**config.mk**
```make
export PLATFORM = sky130hd
export DESIGN_NAME = stream_compare_stats
export DESIGN_NICKNAME = d
export VERILOG_FILES = /design/src/rtl/cmp_pkg.sv /design/src/rtl/cmp_core.sv /design/src/rtl/stream_compare_stats.sv
export SDC_FILE = /design/constraint.sdc
export NUM_CORES = 1
export LEC_CHECK = 0
export ABC_AREA = 1
export CAP_MARGIN = 20
export CORE_ASPECT_RATIO = 2
export CORE_MARGIN = 10
export CORE_UTILIZATION = 65
export DETAILED_ROUTE_END_ITERATION = 10
export DONT_BUFFER_PORTS = 1
export PLACE_DENSITY = 0.79
export SKIP_CTS_REPAIR_TIMING = 1
export SLEW_MARGIN = 20
export SYNTH_ARGS = -nofsm -noshare
export SYNTH_HDL_FRONTEND = slang
export SYNTH_SLANG_ARGS = --single-unit
```
**constraint.sdc**
```tcl
create_clock -name clk -period 3.6 [get_ports clk]
set_clock_uncertainty 0.2 [all_clocks]
set_input_delay 0.9 -clock clk [delete_from_list [all_inputs] [get_ports clk]]
set_output_delay 0.9 -clock clk [all_outputs]
set_load 0.1 [all_outputs]
```
**src/rtl/cmp_pkg.sv**
```systemverilog
// Shared compare definitions: one-hot result codes and the window FSM encoding.
package cmp_pkg;

  localparam logic [2:0] CMP_GT = 3'b100;
  localparam logic [2:0] CMP_EQ = 3'b010;
  localparam logic [2:0] CMP_LT = 3'b001;

  typedef enum logic [1:0] {
    IDLE  = 2'd0,
    ACCUM = 2'd1,
    DONE  = 2'd2
  } win_state_e;

endpackage

```
**src/rtl/cmp_core.sv**
```systemverilog
// Combinational magnitude compare of two WIDTH-bit operands, signed or unsigned,
// producing a one-hot {GT,EQ,LT} code.
module cmp_core
  import cmp_pkg::*;
#(
  parameter int WIDTH = 8
) (
  input  logic [WIDTH-1:0] a,
  input  logic [WIDTH-1:0] b,
  input  logic             signed_mode,
  output logic [2:0]       res
);

  always_comb begin
    res = CMP_EQ;
    // Differing sign bits settle a signed compare; otherwise the plain magnitude order is correct.
    if (signed_mode && (a[WIDTH-1] != b[WIDTH-1])) begin
      res = a[WIDTH-1] ? CMP_LT : CMP_GT;
    end else if (a > b) begin
      res = CMP_GT;
    end else if (a == b) begin
      res = CMP_EQ;
    end else begin
      res = CMP_LT;
    end
  end

endmodule

```
**src/rtl/stream_compare_stats.sv**
```systemverilog
// Valid/ready stream comparator with a one-deep result register and per-window
// GT/EQ/LT tallies published every WIN accepted beats.
module stream_compare_stats
  import cmp_pkg::*;
#(
  parameter  int WIDTH = 8,
  parameter  int WIN   = 16,
  localparam int CW    = $clog2(WIN + 1)
) (
  input  logic             clk,
  input  logic             rst_n,
  input  logic             clear,
  input  logic             in_valid,
  output logic             in_ready,
  input  logic [WIDTH-1:0] a,
  input  logic [WIDTH-1:0] b,
  input  logic             signed_mode,
  output logic             out_valid,
  input  logic             out_ready,
  output logic [2:0]       out_res,
  output logic             win_valid,
  output logic [CW-1:0]    gt_cnt,
  output logic [CW-1:0]    eq_cnt,
  output logic [CW-1:0]    lt_cnt
);

  logic [2:0]    cmp_res;
  logic          accept;
  logic          win_done;
  logic [CW-1:0] beat_inc;

  logic          out_valid_q, out_valid_d;
  logic [2:0]    out_res_q,   out_res_d;
  logic [CW-1:0] beat_q, beat_d;
  logic [CW-1:0] wgt_q, wgt_d, weq_q, weq_d, wlt_q, wlt_d;
  logic [CW-1:0] pgt_q, pgt_d, peq_q, peq_d, plt_q, plt_d;
  win_state_e    state_q, state_d;

  cmp_core #(.WIDTH(WIDTH)) u_cmp_core (
    .a           (a),
    .b           (b),
    .signed_mode (signed_mode),
    .res         (cmp_res)
  );

  assign in_ready = !out_valid_q || out_ready;
  assign accept   = in_valid && in_ready && !clear;
  assign beat_inc = beat_q + CW'(1);
  assign win_done = accept && (beat_inc == CW'(WIN));

  assign out_valid = out_valid_q;
  assign out_res   = out_res_q;
  assign gt_cnt    = pgt_q;
  assign eq_cnt    = peq_q;
  assign lt_cnt    = plt_q;

  always_comb begin
    out_valid_d = out_valid_q;
    out_res_d   = out_res_q;
    if (clear) begin
      out_valid_d = 1'b0;
      out_res_d   = 3'b000;
    end else if (accept) begin
      out_valid_d = 1'b1;
      out_res_d   = cmp_res;
    end else if (out_ready) begin
      out_valid_d = 1'b0;
      out_res_d   = 3'b000;
    end else begin
      out_valid_d = out_valid_q;
      out_res_d   = out_res_q;
    end
  end

  // Tallies follow accepted beats, not the output handshake; published set only moves on completion.
  always_comb begin
    beat_d = beat_q;
    wgt_d  = wgt_q;
    weq_d  = weq_q;
    wlt_d  = wlt_q;
    pgt_d  = pgt_q;
    peq_d  = peq_q;
    plt_d  = plt_q;
    if (clear) begin
      beat_d = '0;
      wgt_d  = '0;
      weq_d  = '0;
      wlt_d  = '0;
    end else if (win_done) begin
      beat_d = '0;
      wgt_d  = '0;
      weq_d  = '0;
      wlt_d  = '0;
      pgt_d  = wgt_q + CW'(cmp_res[2]);
      peq_d  = weq_q + CW'(cmp_res[1]);
      plt_d  = wlt_q + CW'(cmp_res[0]);
    end else if (accept) begin
      beat_d = beat_inc;
      wgt_d  = wgt_q + CW'(cmp_res[2]);
      weq_d  = weq_q + CW'(cmp_res[1]);
      wlt_d  = wlt_q + CW'(cmp_res[0]);
    end else begin
      beat_d = beat_q;
    end
  end

  always_comb begin
    state_d = state_q;
    if (clear) begin
      state_d = IDLE;
    end else if (win_done) begin
      state_d = DONE;
    end else if (accept) begin
      state_d = ACCUM;
    end else begin
      case (state_q)
        IDLE:    state_d = IDLE;
        ACCUM:   state_d = ACCUM;
        DONE:    state_d = IDLE;
        default: state_d = IDLE;
      endcase
    end
  end

  always_comb begin
    win_valid = 1'b0;
    case (state_q)
      DONE:    win_valid = !clear;
      default: win_valid = 1'b0;
    endcase
  end

  always_ff @(posedge clk or negedge rst_n) begin
    if (!rst_n) begin
      state_q     <= IDLE;
      out_valid_q <= 1'b0;
      out_res_q   <= 3'b000;
      beat_q      <= '0;
      wgt_q       <= '0;
      weq_q       <= '0;
      wlt_q       <= '0;
      pgt_q       <= '0;
      peq_q       <= '0;
      plt_q       <= '0;
    end else begin
      state_q     <= state_d;
      out_valid_q <= out_valid_d;
      out_res_q   <= out_res_d;
      beat_q      <= beat_d;
      wgt_q       <= wgt_d;
      weq_q       <= weq_d;
      wlt_q       <= wlt_d;
      pgt_q       <= pgt_d;
      peq_q       <= peq_d;
      plt_q       <= plt_d;
    end
  end

endmodule

```
==> run metrics <==
placer congestion estimate 0.8123; Routed WL per cell 14.69 um; CP dominant cell by count nand2_1; Synth Area in Compound Gates 5.235%; Top Ports 43; maximum clock frequency 378.7 MHz; Final setup viols 0; Die Height 100.9 um; IO buf count 0; H-tree Lvls 2; main combinational cell family by area after synthesis simple AND/OR/NAND/NOR gates; ratio of cells with drive above 1 in the final layout 6.154%; static leakage 1.270 nW; status complete, no violations; worst min path class input pin to async pin; register area share after synthesis 48.24%; Fill cells 266; slowest stage delay, CP 0.30 ns; Clk pin slew, worst setup/hold paths 0.07 ns; Rel. slew slack 37.59%; FP Rows 29; CORE AREA 3157 um^2; CTS sink cnt 41; #FFs+latches synth 41; pin count of the biggest net entering global routing 42; finished layout cell area 2265 um^2; antenna violations before repair 0; CTS tree done; Critical Path AT 2.67 ns; Ant. Diodes 0; DP Worst Slack 0.6502 ns; worst slew pin tran 0.9362 ns; Clk Latency, worst-skew pair 0.29 ns; initial core utilization 67.38%; cell area after synthesis 2127 um^2; Die W 60.45 um; top cells by count, synth 90 x nand2_1, 41 x dfrtp_1, 34 x nand3_1; endpoints failing hold 0; DRC violations left 0; global-route wire length before repair 7286 um; hpwl dp 3232 um; synth top area cells dfrtp_1 48%, nand2_1 16%, ha_1 8.8%; Yosys top cell by area dfrtp_1; unrepaired setup endpoints after global routing false; TritonCTS buffer count 5; critical path data required time 3.63 ns; CTS root buf clkbuf_8; Synth Area in XOR/XNOR 4.941%; setup TNS 0 ns; vias per inst 5.608; Syn Nets 293; average cell area after synthesis 8.309 um^2; Post-synth EDFFs 0; Yosys warning total 0; ys flop type dfrtp_1; Netlist cell types 21; final worst-path cycle share 73.35%; Area Growth Syn to Fin 6.470%; Max-Cap Viols 0; worst-path cell chain inv_1 > ha_1 > nand2_1 > nor2_1 > nand2_1 > inv_1 > a21oi_1 > nand2_1 > inv_1 > ha_1 > ha_1 > nand3_1 > xnor2_1 > nand3_1 > nand2_1; All-Layer GR Usage 15.12%; Placed Area 2178 um^2; Overflow after GRT 0; Iteration-0 DRC Markers 37; Slew Limit Fails 0; DR pass1 iterations 4; Crit-path slowest cell ha_1; vias in the first global route 1675; Synth Area in Adders 8.824%; share of the synthesized area in the top cell type 48.24%; setup ws final 0.9593 ns; Die ar. 6099 um^2; VDD IR max 0.3419 mV; multiplexer share of the synthesized area 0%; critical path type input pin to flip-flop; Power per Cell Area 382.7 nW/um^2; Layout Nets 297; Post-Syn Instances 256; critical path endpoint category flip-flop; clk buf depth 2; Detail Route Antenna Nets 0; drt total wl 4275 um; top-count cell post-synth nand2_1; crit path time final 2.641 ns; fraction of the mapped netlist area in simple logic gates 26.35%; CP Max Fanout 3; vias 1632; CP Launch Type input pin; asr flop ratio synth 100.0%
## final timing paths
check | startpoint | to | slack (ns) | depth (start not counted)
max | b[7] | wgt_q[4] | 0.96 | 15
min | rst_n | wgt_q[3] | 0.1 | 0
max reg2reg | out_valid | out_res[1] | 1.35 | 9
min reg2reg | wgt_q[0] | wgt_q[0] | 0.30 | 2
max in group asynchronous | rst_n | eq_cnt[4] | 3.02 | 0
min in group clk | wgt_q[0] | wgt_q[0] | 0.30 | 2
## kinds of logic after synthesis
| kind of cell | count (synthesis) |
|---|---|
| AOI/OAI and AO/OA | 20 |
| xor gates and xnor gates | 12 |
| adders and majority gates | 15 |
| buffers and inverters | 34 |
| DFF | 41 |
| and+or+nand+nor | 134 |
## sequential cells by signal (all words and copies together) (netlist names)
signal     flops
beat_q         5
eq_cnt         5
gt_cnt         5
lt_cnt         5
weq_q          5
wgt_q          5
wlt_q          5
out_res        3
state_q        2
out_valid      1
## worst max-delay path: cells and delay by family
| family | cells | cell delay (ns) |
|---|---|---|
| fa+ha+maj | 3 | 0.70 |
| simple gates | 7 | 0.69 |
| buf+inv | 3 | 0.16 |
| xor+xnor | 1 | 0.14 |
| compound gates | 1 | 0.06 |
## per-stage QoR
step	power (mW)	utilization [%]	hold slack [ns]	cells
final	0.8668	71.74	0.09799	291
after global routing	0.9037	71.74	0.08405	291
after CTS	0.8736	71.74	0.09198	291
after detailed placement	0.5799	69.01	0.2811	284
after global placement	0.5775	69.01	0.2683	284
after floorplan	0.5614	-	0.2555	256
## per-layer routing
metal  track usage (%)  up-vias  part of all wire (%)
met5                 0        -                     0
met4             6.791        0                   2.2
met3             5.682        8                   7.4
met2             25.80       39                    52
met1             15.54      763                    38
li1                  -      822                     -
## power breakdown
part | switching [mW] | internal (mW)
Combinational | 0.0542 | 0.0266
Clock | 0.144 | 0.152
Sequential | 0.0199 | 0.470
## layout by cell type (no fill, tap or decap)
cell / instances
nor2_4: 1
nor3_4: 1
clkbuf_8: 6
o22ai_1: 4
inv_1: 24
nand3_1: 34
dfrtp_1: 41
a21oi_1: 4
o21ai_0: 10
nor2_2: 1
a22o_1: 1
xnor2_1: 4
clkinv_1: 1
clkbuf_1: 1
inv_2: 1
nand3b_1: 1
nand2_1: 90
xor2_1: 8
ha_1: 15
nand2_2: 1
a21o_1: 1
nor2_1: 5
buf_4: 5
## final cells by class
type	count	area (um^2)	area share [%]
timing repair buffer	5	37.54	1.657
clock buffer	7	86.33	3.812
sequential	41	1026	45.30
inverter	26	97.59	4.309
tap	31	38.79	1.713
multi-input combinational	181	978.4	43.20
No activity file was read; power rests on OpenSTA's default activity.
